File: config.mk
export PLATFORM = sky130hd
export DESIGN_NAME = ela_mem_arbiter
export DESIGN_NICKNAME = d
export VERILOG_FILES = /design/src/rtl/ela_mem_arbiter.sv
export SDC_FILE = /design/constraint.sdc
export NUM_CORES = 1
export LEC_CHECK = 0
export CAP_MARGIN = 20
export CORE_ASPECT_RATIO = 0.8
export CORE_MARGIN = 10
export CORE_UTILIZATION = 57
export DETAILED_ROUTE_END_ITERATION = 8
export PLACE_DENSITY = 0.84
export SYNTH_ARGS = -nofsm -noshare
export SYNTH_HDL_FRONTEND = slang
export SYNTH_SLANG_ARGS = --single-unit
File: constraint.sdc
create_clock -name clk -period 4.8 [get_ports clk]
set_input_delay 1.44 -clock clk [delete_from_list [all_inputs] [get_ports clk]]
set_output_delay 1.44 -clock clk [all_outputs]
set_load 0.005 [all_outputs]
File: src/rtl/ela_mem_arbiter.sv
// ela_mem_arbiter: shares the single-port ELA result memory between the engine
// write stream and host readback.
// Engine writes are buffered in a small FIFO and drained one per cycle. Host reads
// take three cycles of port time. Frame completion is reported once the last
// engine write has been issued to memory.
// Build option: define ELA_ARB_HOST_PRIO_EN for strict host priority. A full FIFO
// still gets one write through. Without it, bounded-burst fairness is used.
module ela_mem_arbiter #(
    parameter int unsigned AW         = 13,
    parameter int unsigned DW         = 8,
    parameter int unsigned FIFO_DEPTH = 4,
    parameter int unsigned MAX_BURST  = 8
) (
    input  logic          clk,
    input  logic          rst,
    input  logic          eng_valid,
    output logic          eng_ready,
    input  logic [AW-1:0] eng_addr,
    input  logic [DW-1:0] eng_data,
    input  logic          eng_done,
    input  logic          host_req,
    input  logic [AW-1:0] host_addr,
    output logic          host_ack,
    output logic [DW-1:0] host_rdata,
    output logic [AW-1:0] mem_addr,
    output logic          mem_wen,
    output logic [DW-1:0] mem_wr,
    input  logic [DW-1:0] mem_rd,
    output logic          frame_done
);

    localparam int unsigned PtrW = (FIFO_DEPTH > 1) ? $clog2(FIFO_DEPTH) : 1;
    localparam int unsigned CntW = PtrW + 1;
    localparam logic [CntW-1:0] CntFull = CntW'(FIFO_DEPTH);

    typedef enum logic [1:0] {
        StArb,
        StRdIssue,
        StRdCap
    } state_e;

    // Write FIFO
    logic [AW+DW-1:0] fifo_mem [FIFO_DEPTH];
    logic [PtrW-1:0]  wr_ptr_q, wr_ptr_d;
    logic [PtrW-1:0]  rd_ptr_q, rd_ptr_d;
    logic [CntW-1:0]  count_q, count_d;
    logic             fifo_empty;
    logic             fifo_full;
    logic             push;
    logic             pop;
    logic [AW-1:0]    head_addr;
    logic [DW-1:0]    head_data;

    // Arbiter / memory port
    state_e           state_q, state_d;
    logic [AW-1:0]    mem_addr_q, mem_addr_d;
    logic             mem_wen_q, mem_wen_d;
    logic [DW-1:0]    mem_wr_q, mem_wr_d;
    logic             host_ack_q, host_ack_d;
    logic [DW-1:0]    host_rdata_q, host_rdata_d;
    logic             host_pend;
    logic             grant_wr;
    logic             grant_rd;

    // Frame completion
    logic             pend_q, pend_d;
    logic             frame_done_q, frame_done_d;

`ifdef ELA_ARB_HOST_PRIO_EN
    // Set after the single write let through a full FIFO while the host waits.
    logic             forced_q, forced_d;
`else
    localparam int unsigned BurstW = $clog2(MAX_BURST + 1);
    localparam logic [BurstW-1:0] BurstMax = BurstW'(MAX_BURST);
    logic [BurstW-1:0] burst_q, burst_d;
`endif

    assign fifo_empty = (count_q == '0);
    assign fifo_full  = (count_q == CntFull);
    assign eng_ready  = !fifo_full;
    assign push       = eng_valid && !fifo_full;
    assign pop        = grant_wr;
    assign {head_addr, head_data} = fifo_mem[rd_ptr_q];

    // The request is ignored during the ack cycle so a held request is not read twice.
    assign host_pend = host_req && !host_ack_q;

    // FIFO storage: data only, no reset needed.
    always_ff @(posedge clk) begin
        if (push) begin
            fifo_mem[wr_ptr_q] <= {eng_addr, eng_data};
        end
    end

    // FIFO pointer and occupancy next-state.
    always_comb begin
        wr_ptr_d = wr_ptr_q;
        rd_ptr_d = rd_ptr_q;
        count_d  = count_q;
        if (push) begin
            wr_ptr_d = wr_ptr_q + PtrW'(1);
        end
        if (pop) begin
            rd_ptr_d = rd_ptr_q + PtrW'(1);
        end
        unique case ({push, pop})
            2'b10:   count_d = count_q + CntW'(1);
            2'b01:   count_d = count_q - CntW'(1);
            default: count_d = count_q;
        endcase
    end

    // Arbitration: pick at most one of write/read in the ARB state.
    always_comb begin
        grant_wr = 1'b0;
        grant_rd = 1'b0;
        if (state_q == StArb) begin
`ifdef ELA_ARB_HOST_PRIO_EN
            if (host_pend && fifo_full && !forced_q) begin
                grant_wr = 1'b1;
            end else if (host_pend) begin
                grant_rd = 1'b1;
            end else if (!fifo_empty) begin
                grant_wr = 1'b1;
            end
`else
            if (host_pend && !fifo_empty) begin
                if (burst_q < BurstMax) begin
                    grant_wr = 1'b1;
                end else begin
                    grant_rd = 1'b1;
                end
            end else if (host_pend) begin
                grant_rd = 1'b1;
            end else if (!fifo_empty) begin
                grant_wr = 1'b1;
            end
`endif
        end
    end

`ifdef ELA_ARB_HOST_PRIO_EN
    // Forced-write flag: one write per full-FIFO episode, then the host goes first.
    always_comb begin
        forced_d = forced_q;
        if (!host_pend || grant_rd) begin
            forced_d = 1'b0;
        end else if (grant_wr) begin
            forced_d = 1'b1;
        end
    end
`else
    // Burst counter: writes granted while the host waits, saturating at MAX_BURST.
    always_comb begin
        burst_d = burst_q;
        if (!host_pend || grant_rd) begin
            burst_d = '0;
        end else if (grant_wr && (burst_q != BurstMax)) begin
            burst_d = burst_q + BurstW'(1);
        end
    end
`endif

    // FSM next-state and registered memory/host port values.
    always_comb begin
        state_d      = state_q;
        mem_addr_d   = mem_addr_q;
        mem_wen_d    = 1'b0;
        mem_wr_d     = mem_wr_q;
        host_ack_d   = 1'b0;
        host_rdata_d = host_rdata_q;
        unique case (state_q)
            StArb: begin
                if (grant_wr) begin
                    mem_wen_d  = 1'b1;
                    mem_addr_d = head_addr;
                    mem_wr_d   = head_data;
                end else if (grant_rd) begin
                    mem_addr_d = host_addr;
                    state_d    = StRdIssue;
                end
            end
            StRdIssue: begin
                // Memory samples the read address at the end of this cycle.
                state_d = StRdCap;
            end
            StRdCap: begin
                host_rdata_d = mem_rd;
                host_ack_d   = 1'b1;
                state_d      = StArb;
            end
            default: begin
                state_d = StArb;
            end
        endcase
    end

    // Frame-done tracking: wait for the FIFO to drain and no write to be issuing.
    always_comb begin
        pend_d       = pend_q;
        frame_done_d = frame_done_q;
        if (push) begin
            frame_done_d = 1'b0;
        end
        if (pend_q && fifo_empty && !mem_wen_d && !push) begin
            frame_done_d = 1'b1;
            pend_d       = 1'b0;
        end
        if (eng_done) begin
            pend_d = 1'b1;
        end
    end

    // State registers.
    always_ff @(posedge clk or posedge rst) begin
        if (rst) begin
            wr_ptr_q     <= '0;
            rd_ptr_q     <= '0;
            count_q      <= '0;
            state_q      <= StArb;
            mem_addr_q   <= '0;
            mem_wen_q    <= 1'b0;
            mem_wr_q     <= '0;
            host_ack_q   <= 1'b0;
            host_rdata_q <= '0;
            pend_q       <= 1'b0;
            frame_done_q <= 1'b0;
`ifdef ELA_ARB_HOST_PRIO_EN
            forced_q     <= 1'b0;
`else
            burst_q      <= '0;
`endif
        end else begin
            wr_ptr_q     <= wr_ptr_d;
            rd_ptr_q     <= rd_ptr_d;
            count_q      <= count_d;
            state_q      <= state_d;
            mem_addr_q   <= mem_addr_d;
            mem_wen_q    <= mem_wen_d;
            mem_wr_q     <= mem_wr_d;
            host_ack_q   <= host_ack_d;
            host_rdata_q <= host_rdata_d;
            pend_q       <= pend_d;
            frame_done_q <= frame_done_d;
`ifdef ELA_ARB_HOST_PRIO_EN
            forced_q     <= forced_d;
`else
            burst_q      <= burst_d;
`endif
        end
    end

    assign mem_addr   = mem_addr_q;
    assign mem_wen    = mem_wen_q;
    assign mem_wr     = mem_wr_q;
    assign host_ack   = host_ack_q;
    assign host_rdata = host_rdata_q;
    assign frame_done = frame_done_q;

endmodule

==> impl_metrics.env <==
export IMPL_firstDrtPassIters=4
export IMPL_p_switching_mw=1.340
export IMPL_p_int_mw=3.090
export IMPL_path_class="flip-flop to primary output"
export IMPL_dpl_hpwl_um=6828
export IMPL_synth_edf_count=84
export IMPL_async_flop_share=0.3538
export IMPL_root_buffer="clkbuf_16"
export IMPL_n_antenna_cell=0
export IMPL_vias=2893
export IMPL_synth_warnings=0
export IMPL_cts_resized=0
export IMPL_ys_ff_latch=130
export IMPL_place_ws_ps=1213
export IMPL_seq_area_frac_synth=0.7161
export IMPL_setup_worst_path_end_class="primary output"
export IMPL_clkPwrFrac=0.289
export IMPL_layout_cells_most_common="edfxtp_1"
export IMPL_cts_buffer_depth=2
export IMPL_hp_start="state_q[1]"
export IMPL_synthesis_area_mm2=0.005130
export IMPL_clk_latency_ps=410
export IMPL_setup_violations_final=0
export IMPL_ys_types=37
export IMPL_fin_crit_ps=3169
export IMPL_postCtsHoldBufs=0
export IMPL_fill_cells=509
export IMPL_dieArea_mm2=0.01322
export IMPL_io_buffers=79
export IMPL_cts_made_buffers=17
export IMPL_start_kind="flip-flop"
export IMPL_grt_pass1_vias=3182
export IMPL_slew_limit_headroom=0.2819
export IMPL_grtUsageTotal=0.1692
export IMPL_power_leakage_nw=2.518
export IMPL_seq_power_share=0.394
export IMPL_ys_flop_type="edfxtp_1"
export IMPL_worst_path_max_fanout=7
export IMPL_tns_ps=0
export IMPL_num_rows=30
export IMPL_rsz0062_at_grt="no"
export IMPL_status="finished, final reports clean"
export IMPL_mostFrequentLayoutCells="84 x edfxtp_1, 79 x clkdlybuf4s50_1, 46 x dfrtp_1"
export IMPL_grt_first_pass_wirelength_um=17330
export IMPL_syn_inst=296
export IMPL_syn_num_nets=351
export IMPL_p_per_area_mw_per_mm2=666.8
export IMPL_regArea_mm2=0.003674
export IMPL_hold_viol=0
export IMPL_timing_fmax_mhz=315.6
export IMPL_wl_um=10810
export IMPL_initial_core_util=0.5942
export IMPL_clk_pin_slew_ps=60
export IMPL_irDropWorstVdd_mv=0.3852
export IMPL_globalplace_congestion=0.7348
export IMPL_setup_ws_ps=1631
export IMPL_grt_overflow=0
export IMPL_grt_max_degree=47
export IMPL_drcViolationCount=0
export IMPL_synth_area_per_cell_um2=17.33
export IMPL_cts_tree="built"
export IMPL_cp_required_ps=3360
export IMPL_core_mm2=0.008633
export IMPL_drv_slew=0
export IMPL_drive_above_1_share=0.2060
export IMPL_vias_per_cell=5.617
export IMPL_switching_share=0.3025
export IMPL_wl_per_cell_um=20.99
export IMPL_initialDrtViolationCount=183
export IMPL_h_tree_depth=4
export IMPL_holdCritPathClass="flip-flop to flip-flop"
export IMPL_r2r_start="count_q[1]"
export IMPL_skew_ps=20.85
export IMPL_postCtsSetupRepairBufs=0
export IMPL_holdPathEnd="state_q[1]"
export IMPL_r2r_slack_ps=2640
export IMPL_holdPathStages=1
export IMPL_die_y_um=104.9
export IMPL_critPathArrivalTime_ps=1730
export IMPL_ant_nets=0
export IMPL_fin_crit_sh=0.6602
export IMPL_r2r_end="count_q[2]"
export IMPL_worstMarginPinSlew_ps=1077
export IMPL_power_frac_comb=0.316
export IMPL_cap_violations=0
export IMPL_die_x_um=126.1
export IMPL_final_nets=445
export IMPL_antenna_found_initial=0
export IMPL_cts_sinks=130
export IMPL_r2r_cells=9
export IMPL_syn2layout_area_growth_pct=29.51
export IMPL_io_pins=80
export IMPL_multiInputGateArea_mm2=0.001326
==> worst max-delay path by stage <==
stage / from / to / slack [ps] / cells past startpoint
detailed placement: host_req / count_q[2] / 1210 / 10
global placement: host_req / count_q[2] / 1330 / 10
global route: host_req / count_q[2] / 1490 / 10
CTS: count_q[0] / eng_ready / 1620 / 3
finish: count_q[0] / eng_ready / 1630 / 3
floorplan: host_req / count_q[2] / 1860 / 10
==> flip-flops by register name, indices dropped and copies added, names as in the netlist, 2 cells and up <==
name        cells
host_rdata      8
wr_ptr_q        2
mem_wr          8
rd_ptr_q        2
state_q         2
burst_q         4
mem_addr       13
count_q         3
fifo_mem       84
==> cell type report <==
class / instances / area share
clock buffers: 17 / 0.06403
multi-input cells: 144 / 0.1996
repair buffers: 86 / 0.1299
well taps: 112 / 0.02109
clock inverters: 15 / 0.02618
flip-flops and latches: 130 / 0.5529
inverters: 11 / 0.006215
==> critical path: stages (launching register included) <==
cell             delay, ps
dfrtp_1                430
inv_1                  110
nand3_1                200
clkdlybuf4s50_1        580
==> synthesized netlist by cell type (3+ instances only) <==
master / count / area, um^2
edfxtp_1: 84 / 2522
dfrtp_1: 46 / 1151
nand2_1: 28 / 105.1
mux4_2: 19 / 427.9
nor2_1: 18 / 67.56
mux2_2: 17 / 191.4
a31oi_1: 13 / 81.33
inv_1: 11 / 41.29
ha_1: 7 / 87.58
xnor2_1: 5 / 43.79
and3_1: 4 / 25.02
buf_2: 4 / 20.02
buf_4: 3 / 22.52
nand3_1: 3 / 15.01
nor2b_1: 3 / 18.77
o21ai_0: 3 / 15.01
==> per-layer routing <==
layer,global-route usage,part of all wire,up-vias
met5,0,0,-
met3,0.05556,0.065,14
met2,0.2609,0.49,104
met4,0.07873,0.019,0
met1,0.2128,0.42,1467
li1,-,-,1308
==> through the flow <==
step | cells | instance area (um^2) | power [mW] | utilization | hold slack, ps
after floorplan | 296 | 5130 | 2.590 | - | 437.7
after global placement | 481 | 6010 | 3.071 | 0.6961 | 453.0
after detailed placement | 481 | 6010 | 3.144 | 0.6961 | 467.1
after CTS | 513 | 6609 | 4.467 | 0.7655 | 466.7
after global routing | 515 | 6644 | 4.675 | 0.7696 | 495.6
final | 515 | 6644 | 4.430 | 0.7696 | 466.0
==> cell families after synthesis <==
logic type | share of synthesized area
AND/OR/NAND/NOR | 0.06293
XOR/XNOR | 0.01195
flip-flops | 0.7161
AO/OA/AOI/OAI | 0.02781
adder cells (fa/ha/maj) | 0.02097
buffers and inverters | 0.02536
multiplexers | 0.1349
==> power by group through the flow <==
stage | Clock (mW) | Sequential, mW | Combinational [mW]
floorplan | 0 | 1.69 | 0.898
global placement | 0 | 1.74 | 1.33
detailed placement | 0 | 1.76 | 1.38
CTS | 1.30 | 1.75 | 1.42
global route | 1.35 | 1.79 | 1.53
finish | 1.28 | 1.75 | 1.40
No activity file was read; power rests on OpenSTA's default activity.
==> edit (config.mk and constraints unchanged) <==
Build with the macro `ELA_ARB_HOST_PRIO_EN` defined.
--- a/src/rtl/ela_mem_arbiter.sv
+++ b/src/rtl/ela_mem_arbiter.sv
@@ -6,4 +6,6 @@
 // Build option: define ELA_ARB_HOST_PRIO_EN for strict host priority. A full FIFO
 // still gets one write through. Without it, bounded-burst fairness is used.
+`define ELA_ARB_HOST_PRIO_EN
+
 module ela_mem_arbiter #(
     parameter int unsigned AW         = 13,
Function: changed (Yosys sat finds a counterexample within 4 cycles, from zero or initial values and one cycle with rst high).
==> edit against the original RTL <==
- global-route usage fell by 0.17 points
- core utilization is 0.72 points lower
- power fell by 0.40%
- wire length shrank 2.3%
- sequential cell count decreased by 3
- count of clock-buffer cells in the layout up 1
- worst setup slack worse by 0.30 ns
- design area decreased by 2.2%
- synthesized area down 2.7%
- critical endpoint unchanged
==> edit: results (changes against the original RTL) <==
| Metric | Value |
|---|---|
| Power Density | `679 nW/um^2 (was 667 nW/um^2)` |
| Async S/R FF share, synth | `33.9% (was 35.4%)` |
| Static leakage | `2.36 nW (was 2.52 nW)` |
| Non-Filler Instances | `471 (was 515)` |
| CP delay by family, top | `simple AND/OR/NAND/NOR gates (was buffers and inverters)` |
| Final WL | `10,600 um (was 10,800 um)` |
| Crit path max fanout | `8 (was 7)` |
| H-tree levels | `4 (unchanged)` |
| Synth cell count leaders | `edfxtp_1, dfrtp_1, mux4_2 (was edfxtp_1, dfrtp_1, nand2_1)` |
| Setup Skew | `0.00645 ns (was 0.0208 ns)` |
| Fill cell count | `479 (was 509)` |
| Worst slew pin tran | `1.15 ns (was 1.08 ns)` |
| Largest net degree at the start of global routing | `44 (was 47)` |
| Worst R2R Path Depth | `8 (was 9)` |
| Mapped Cells | `255 (was 296)` |
| Area of the multi-input gates | `1290 sq um (was 1330 sq um)` |
| R2R setup slack | `2.14 ns (was 2.64 ns)` |
| CLK BUF | `18 (was 17)` |
| Mean Syn Cell Area | `19.6 sq um (was 17.3 sq um)` |
| Vias in the first global route | `3,035 (was 3,182)` |
| Initial antenna violation count | `0 (unchanged)` |
| Crit-path slowest cell | `or3b_2 (was clkdlybuf4s50_1)` |
| Layout cells sized above 1 | `25.9% (was 20.6%)` |
| Final net count | `399 (was 445)` |
| Placed Cells | `439 (was 481)` |
| Post-DP HPWL | `6720 um (was 6830 um)` |
| WP data arrival | `2.03 ns (was 1.73 ns)` |
| GRT Resource Usage Total | `16.8% (was 16.9%)` |
| Combinational Power | `0.00144 W (was 0.00140 W)` |
| Clock Latency Late Sink | `0.52 ns (was 0.41 ns)` |
| Outcome | `complete, no violations (unchanged)` |
| Hold_ws | `0.467 ns (was 0.466 ns)` |
| Sequential area share after synthesis | `72.1% (was 71.6%)` |
| Clock network share of area | `8.98% (was 9.02%)` |
| Synth cell types | `33 (was 37)` |
| Global placer's final weighted congestion | `0.741 (was 0.735)` |
| Switch share | `29.0% (was 30.3%)` |
| RR Startpoint | `count_q[0] (was count_q[1])` |
| Inverter count | `8 (was 11)` |
| Root Buffer Master | `clkbuf_8 (was clkbuf_16)` |
| #MultiIn Comb | `105 (was 144)` |
| Worst R2R End | `count_q[2] (unchanged)` |
| Main area contributors after synthesis | `edfxtp_1, dfrtp_1, mux4_2 (unchanged)` |
| Worst VDD drop | `436 uV (was 385 uV)` |
| Overall Power | `0.00441 W (was 0.00443 W)` |
| Post-route setup slack | `1.33 ns (was 1.63 ns)` |
| Sink Count | `127 (was 130)` |
| Dpl ws | `1.21 ns (about the same)` |
| Seq/total area | `55.4% (was 55.3%)` |
| Initial DRC Count | `202 (was 183)` |
| Flop pwr share | `39.0% (was 39.4%)` |
| Global-route wire length before repair | `16,900 um (was 17,300 um)` |
| Primary FF master, synth | `edfxtp_1 (unchanged)` |
-- edit: changes by cell type after synthesis, sizes merged, moves of 4 or more --
| cell | change |
|---|---|
| buf | -5 |
| clkbuf | +9 |
| a31oi | -13 |
| nor2 | -17 |
| a2111o | +13 |
| nand3 | -4 |
| nand2 | -27 |
| o221a | +13 |
-- edit: routing by layer --
layer  vias up  wire length (um)  global-route usage (%)
li1       1217                 -                       -
met1      1403              4050                    19.0
met2       129              5390                    28.0
met3         8              1040                    6.72
met4         0                80                    5.98
met5         -                 0                       0
-- edit: kinds of logic after synthesis --
family	Yosys count	share of synthesized area, %
and+or+nand+nor	19	2.31
adders and majority gates	6	1.65
buffers and inverters	23	2.03
AOI/OAI and AO/OA	35	7.39
xor gates and xnor gates	6	1.05
DFF	127	72.1
muxes	39	13.5
